===== config.mk =====
export PLATFORM = sky130hd
export DESIGN_NAME = ov7670_sccb_config
export DESIGN_NICKNAME = d
export VERILOG_FILES = /design/src/rtl/ov7670_sccb_config.sv
export SDC_FILE = /design/constraint.sdc
export NUM_CORES = 1
export LEC_CHECK = 0
export CORE_ASPECT_RATIO = 1.2
export CORE_MARGIN = 8
export CORE_UTILIZATION = 40
export DETAILED_ROUTE_END_ITERATION = 12
export PLACE_DENSITY_LB_ADDON = 0.2
export RECOVER_POWER = 50
export SYNTH_ARGS = -nofsm -noshare
export SYNTH_HDL_FRONTEND = slang
export SYNTH_SLANG_ARGS = --single-unit

===== constraint.sdc =====
create_clock -name clk -period 6.3 [get_ports clk]
set_input_delay 1.26 -clock clk [delete_from_list [all_inputs] [get_ports clk]]
set_output_delay 1.26 -clock clk [all_outputs]
set_load 0.01 [all_outputs]

===== src/rtl/ov7670_sccb_config.sv =====
// OV7670 SCCB configuration sequencer.
// Walks a fixed register table (RGB565 setup) issuing 3-phase SCCB writes
// with a settle delay after soft reset, and shares the bus with an optional
// host write port enabled by the OV7670_CFG_HOST_WR_EN macro.
module ov7670_sccb_config #(
    parameter int QUARTER_CYC = 63,
    parameter int DELAY_CYC   = 250000
) (
    input  logic       clk,
    input  logic       reset,
    input  logic       start,
    input  logic       host_req,
    input  logic [7:0] host_addr,
    input  logic [7:0] host_data,
    output logic       host_ack,
    output logic       sioc,
    output logic       siod_oe,
    output logic       busy,
    output logic       done
);
    localparam int QW = (QUARTER_CYC > 1) ? $clog2(QUARTER_CYC) : 1;
    localparam int DW = (DELAY_CYC > 1) ? $clog2(DELAY_CYC) : 1;
    localparam logic [QW-1:0] Q_LAST = QW'(QUARTER_CYC - 1);
    localparam logic [DW-1:0] D_LAST = DW'(DELAY_CYC - 1);
    localparam logic [1:0] K_DATA = 2'd0, K_DELAY = 2'd1, K_END = 2'd2;

    typedef enum logic [2:0] {
        S_IDLE, S_LOAD, S_START, S_BITS, S_STOP, S_GAP, S_DELAY, S_DONE
    } state_t;

    // {kind, addr, data}; DELAY and END are markers, never driven on the bus
    function automatic logic [17:0] tbl(input logic [2:0] i);
        case (i)
            3'd0:    tbl = {K_DATA, 16'h1280};
            3'd1:    tbl = {K_DELAY, 16'h0000};
            3'd2:    tbl = {K_DATA, 16'h1204};
            3'd3:    tbl = {K_DATA, 16'h40D0};
            3'd4:    tbl = {K_DATA, 16'h1101};
            3'd5:    tbl = {K_DATA, 16'h0C00};
            3'd6:    tbl = {K_DATA, 16'h3E00};
            default: tbl = {K_END, 16'h0000};
        endcase
    endfunction

    state_t          state_q, state_d;
    logic [2:0]      idx_q, idx_d;
    logic [23:0]     frame_q, frame_d;
    logic [QW-1:0]   qcnt_q, qcnt_d;
    logic [1:0]      quarter_q, quarter_d;
    logic [4:0]      bit_q, bit_d;
    logic [3:0]      pos_q, pos_d;
    logic [DW-1:0]   dcnt_q, dcnt_d;
    logic            host_q, host_d;
    logic            ret_done_q, ret_done_d;
    logic            hold_q, hold_d;
    logic            sioc_q, sioc_d;
    logic            siod_oe_q, siod_oe_d;
    logic            busy_q, busy_d;
    logic            done_q, done_d;
    logic            host_ack_q, host_ack_d;
    logic [17:0]     ent;
    logic            q_last;
    logic            host_go;

    // hold_q masks the cycle right after host_ack, when host_req may still be high
`ifdef OV7670_CFG_HOST_WR_EN
    assign host_go = host_req & ~hold_q;
`else
    logic unused_host;
    assign unused_host = host_req ^ hold_q;
    assign host_go     = 1'b0;
`endif

    // Next-state, counters and registered bus levels derived from the next state
    always_comb begin
        state_d    = state_q;
        idx_d      = idx_q;
        frame_d    = frame_q;
        qcnt_d     = qcnt_q;
        quarter_d  = quarter_q;
        bit_d      = bit_q;
        pos_d      = pos_q;
        dcnt_d     = dcnt_q;
        host_d     = host_q;
        ret_done_d = ret_done_q;
        hold_d     = 1'b0;
        busy_d     = busy_q;
        done_d     = done_q;
        ent        = tbl(idx_q);
        q_last     = (qcnt_q == Q_LAST);

        if (q_last) begin
            qcnt_d    = '0;
            quarter_d = quarter_q + 2'd1;
        end else begin
            qcnt_d = qcnt_q + QW'(1);
        end

        case (state_q)
            S_IDLE, S_DONE: begin
                qcnt_d    = '0;
                quarter_d = '0;
                if (start) begin
                    done_d  = 1'b0;
                    busy_d  = 1'b1;
                    idx_d   = '0;
                    host_d  = 1'b0;
                    state_d = S_LOAD;
                end else if (host_go) begin
                    frame_d    = {8'h42, host_addr, host_data};
                    host_d     = 1'b1;
                    ret_done_d = (state_q == S_DONE);
                    busy_d     = 1'b1;
                    state_d    = S_START;
                end
            end
            S_LOAD: begin
                qcnt_d    = '0;
                quarter_d = '0;
                dcnt_d    = '0;
                case (ent[17:16])
                    K_DATA: begin
                        frame_d = {8'h42, ent[15:0]};
                        state_d = S_START;
                    end
                    K_DELAY: state_d = S_DELAY;
                    default: begin
                        done_d  = 1'b1;
                        busy_d  = 1'b0;
                        state_d = S_DONE;
                    end
                endcase
            end
            S_START: begin
                if (q_last && quarter_q == 2'd1) begin
                    quarter_d = '0;
                    bit_d     = '0;
                    pos_d     = '0;
                    state_d   = S_BITS;
                end
            end
            S_BITS: begin
                if (q_last && quarter_q == 2'd3) begin
                    if (bit_q == 5'd26) begin
                        quarter_d = '0;
                        state_d   = S_STOP;
                    end else begin
                        bit_d = bit_q + 5'd1;
                        if (pos_q == 4'd8) begin
                            pos_d = '0;
                        end else begin
                            pos_d   = pos_q + 4'd1;
                            frame_d = {frame_q[22:0], 1'b0};
                        end
                    end
                end
            end
            S_STOP: begin
                if (q_last && quarter_q == 2'd2) begin
                    quarter_d = '0;
                    state_d   = S_GAP;
                end
            end
            S_GAP: begin
                if (q_last && quarter_q == 2'd3) begin
                    if (host_q) begin
                        host_d  = 1'b0;
                        hold_d  = 1'b1;
                        busy_d  = 1'b0;
                        state_d = ret_done_q ? S_DONE : S_IDLE;
                    end else begin
                        idx_d   = idx_q + 3'd1;
                        state_d = S_LOAD;
                    end
                end
            end
            S_DELAY: begin
                qcnt_d    = '0;
                quarter_d = '0;
                if (dcnt_q == D_LAST) begin
                    idx_d   = idx_q + 3'd1;
                    state_d = S_LOAD;
                end else begin
                    dcnt_d = dcnt_q + DW'(1);
                end
            end
            default: state_d = S_IDLE;
        endcase

        sioc_d    = 1'b1;
        siod_oe_d = 1'b0;
        case (state_d)
            S_START: siod_oe_d = (quarter_d == 2'd1);
            S_BITS: begin
                sioc_d    = quarter_d[1];
                siod_oe_d = (pos_d == 4'd8) ? 1'b0 : ~frame_d[23];
            end
            S_STOP: begin
                sioc_d    = (quarter_d != 2'd0);
                siod_oe_d = (quarter_d != 2'd2);
            end
            default: ;
        endcase
        host_ack_d = host_d && (state_d == S_GAP) && (quarter_d == 2'd3) && (qcnt_d == Q_LAST);
    end

    // State and output registers; reset drops the bus to idle without a STOP
    always_ff @(posedge clk) begin
        if (reset) begin
            state_q    <= S_IDLE;
            idx_q      <= '0;
            frame_q    <= '0;
            qcnt_q     <= '0;
            quarter_q  <= '0;
            bit_q      <= '0;
            pos_q      <= '0;
            dcnt_q     <= '0;
            host_q     <= 1'b0;
            ret_done_q <= 1'b0;
            hold_q     <= 1'b0;
            sioc_q     <= 1'b1;
            siod_oe_q  <= 1'b0;
            busy_q     <= 1'b0;
            done_q     <= 1'b0;
            host_ack_q <= 1'b0;
        end else begin
            state_q    <= state_d;
            idx_q      <= idx_d;
            frame_q    <= frame_d;
            qcnt_q     <= qcnt_d;
            quarter_q  <= quarter_d;
            bit_q      <= bit_d;
            pos_q      <= pos_d;
            dcnt_q     <= dcnt_d;
            host_q     <= host_d;
            ret_done_q <= ret_done_d;
            hold_q     <= hold_d;
            sioc_q     <= sioc_d;
            siod_oe_q  <= siod_oe_d;
            busy_q     <= busy_d;
            done_q     <= done_d;
            host_ack_q <= host_ack_d;
        end
    end

    assign sioc     = sioc_q;
    assign siod_oe  = siod_oe_q;
    assign busy     = busy_q;
    assign done     = done_q;
    assign host_ack = host_ack_q;
endmodule


==> summary.md <==
| Metric | Value |
|---|---|
| Syn avg cell area | roughly 7.9 µm² |
| Antenna violations before repair | 0 |
| Status | complete, but fails checks |
| Slowest CP cell | clkbuf_1 |
| Synth top area share | ~39% |
| Clock root cell | clkbuf_8 |
| NumNets Final | approximately 490 |
| Final wirelength | about 7.9 mm |
| Detailed Routing Iterations Pass 1 | 4 |
| Critical path type | primary input to flip-flop |
| Largest net degree at the start of global routing | 52 |
| CTS buffer count | 9 |
| Post-synth EDFFs | 0 |
| Final setup vio count | 0 |
| Aggregate global-route resource usage | ~13% |
| Max-cap viol count | 1 |
| Die W | between 100 and 150 µm |
| Fill cells | 916 |
| Final clock skew | between 0.01 and 0.015 ns |
| Post-CTS Setup Inserts | 0 |
| Die area | 12500 µm² |
| Routed wire per std cell | 13.6 µm |
| First-pass GRT wire length | approximately 14 mm |
| Max Root-Sink Buffers | 2 |
| H-tree depth | 3 |
| Clk_lat worst skew | 0.35 ns |
| RSZ-0062 raised after global routing | no |
| Initial DRC count | 120 |
| TNS Setup | 0 ns |
| Sequential fraction of the synthesis area | roughly 39% |
| Synth Flop Type | dfxtp_1 |
| Detail Route Antenna Nets | 0 |
| Peak Freq | slightly below 300 MHz |
| HP Class | flip-flop to flip-flop |
| IO Pins | 25 |
| Share of cells above drive strength 1 | under 10% |
| Worst-path cell chain | clkbuf_1 > nand2b_1 > nor2_1 |
| Post-place instance area | 3790 µm² |
| PwrDens | about 250 nW/µm² |
| Area contributors post-synth | dfxtp_1 39%, nor2_1 6.5%, a21oi_1 5.9% |
| Worst EP arrival | approximately 3.6 ns |
| DR vias | around 3200 |
| Drc violations | 0 |
| Row cnt | 38 |
| Final hold vios | 0 |
| Unique cell type count in the Yosys netlist | 53 |
| Clock slew at reported path FFs | around 0.070 ns |
| CTS tree | done |
| CTS Hold Bufs | 0 |
| Chip height | around 120 µm |
| Period utilization | 53.4% |
| Actual slew at the worst max-slew pin | ~2.3 ns |
| Syn Nets | just under 500 |
| Slew margin rel. | -50.5% |
| Crit start category | primary input |
| Worst setup EP type | flip-flop |
| Required @ worst endpoint | between 6 and 7 ns |
| Vias per Instance | about 5.4 |
| Fin area | 4000 µm² |
| Final Max Slew Viols | 52 |
| PostCTS Resize Cnt | 0 |
| Critical path fanouts, max | slightly above 50 |
| Total chip power | slightly below 1 mW |
| Leak | roughly 1.4 nW |
| Number of port buffers | 7 |
| Mapped Area | ~3700 µm² |
| Register bit total from synthesis | ~70 |
| Remaining global-route overflow | 0 |
| Syn-to-layout area delta | 9.26% |
| Async SR Flop Fraction | 0% |
| ANT cells | 0 |
| DP HPWL | between 5 and 6 mm |
| Failing checks | capacitance limit, slew limit |
| Vias in the first global route | 2950 |
| CTS sink cnt | 71 |
| Synth warn | 0 |
| Synth area leader | dfxtp_1 |
| Gpl congestion | 0.862 |
| Initial core utilization | between 40% and 50% |
| Post-layout min period | 3.37 ns |
| Critical Path Max Stage Delay | ~1.6 ns |
| CORE AREA | between 8000 and 9000 µm² |
| VDD IR max | roughly 0.13 mV |
| Mapped Cells | between 400 and 500 |
==> kinds of logic (layout without fill, tap and decap cells) <==
kind of cell / Yosys count / after routing / synth area share, %
xor+xnor: 15 / 15 / 3.59
mux: 6 / 6 / 1.74
compound gates: 109 / 109 / 18.7
buf+inv: 37 / 39 / 4.10
simple gates: 208 / 208 / 27.9
flops: 71 / 71 / 38.8
fa+ha+maj: 15 / 15 / 5.12
==> final timing paths <==
| kind | end | slack, ns | startpoint | cells past startpoint |
|---|---|---|---|---|
| max | dcnt_q[15] | 2.93 | reset | 3 |
| min reg2reg | frame_q[15] | 0.46 | frame_q[14] | 2 |
| min | frame_q[15] | 0.46 | frame_q[14] | 2 |
| max reg2reg | siod_oe | 2.96 | state_q[1] | 7 |
==> state kept, by name (all words and copies together), names as in the netlist, 2 cells and up <==
name,cells
frame_q,24
dcnt_q,18
bit_q,5
pos_q,4
qcnt_q,6
quarter_q,2
idx_q,3
state_q,3
==> synthesized netlist by cell type, drive strengths merged, types with 2 or more instances <==
master and n:
inv 17, and4 3, nand2b 6, buf 7, a31oi 7, nor3b 2, a211oi 7, o211ai 2
nand3 26, a21boi 2, nand4 8, nand4b 2, xnor2 6, ha 15, mux2i 3, nor4 5
a21oi 44, clkbuf 13, nor3 17, and2 3, o2bb2ai 2, xor2 9, o2111ai 3, nand2 39
o21ai 31, and3 4, or2 2, nor2b 9, or3 13, nand3b 2, nor2 64, dfxtp 71
a21o 2, mux2 3
==> cell usage in the layout (no fill, tap or decap), drive strengths merged, types with 12 or more instances in the layout <==
cell    synthesis  layout
nor2           64      64
clkbuf         13      12
nand3          26      26
nand2          39      39
ha             15      15
or3            13      13
inv            17      17
o21ai          31      31
dfxtp          71      71
a21oi          44      44
nor3           17      17
==> power by group <==
part / internal [mW] / leakage, nW / switching, mW
combinational: 0.0385 / 0.696 / 0.0709
clock: 0.230 / 0.109 / 0.164
sequential: 0.463 / 0.574 / 0.0210
==> critical path, delay by kind of cell <==
kind | cells | cell delay, ns
simple gates | 2 | 0.73
buf+inv | 1 | 1.57
==> final cells by class <==
class,instances,area [µm²],share of cell area [%]
Clock inverter,4,70.1,1.75
Multi-Input combinational cell,353,2090,52.3
Timing Repair Buffer,7,63.8,1.59
Tap cell,120,150,3.75
Inverter,17,63.8,1.59
Sequential cell,71,1420,35.5
Clock buffer,11,141,3.53
==> metal layers <==
| layer | part of all wire (%) | vias up | global-route usage [%] |
|---|---|---|---|
| met3 | 2.1 | 9 | 3.11 |
| met2 | 48 | 17 | 22.0 |
| li1 | - | 1629 | - |
| met1 | 49 | 1497 | 16.5 |
| met5 | 0 | - | 0 |
| met4 | 1.2 | 0 | 5.44 |
==> stage by stage <==
| step | std cells | hold slack (ns) | setup slack (ns) | util, % |
|---|---|---|---|---|
| finish | 583 | 0.456 | 2.93 | 44.5 |
| CTS | 583 | 0.459 | 2.99 | 44.5 |
| detailed placement | 568 | 0.448 | 2.99 | 42.2 |
| floorplan | 461 | 0.432 | 3.93 | - |
| global route | 583 | 0.484 | 2.56 | 44.5 |
| global placement | 568 | 0.441 | 2.99 | 42.2 |
Note: power is estimated with default switching activity, not from simulation.
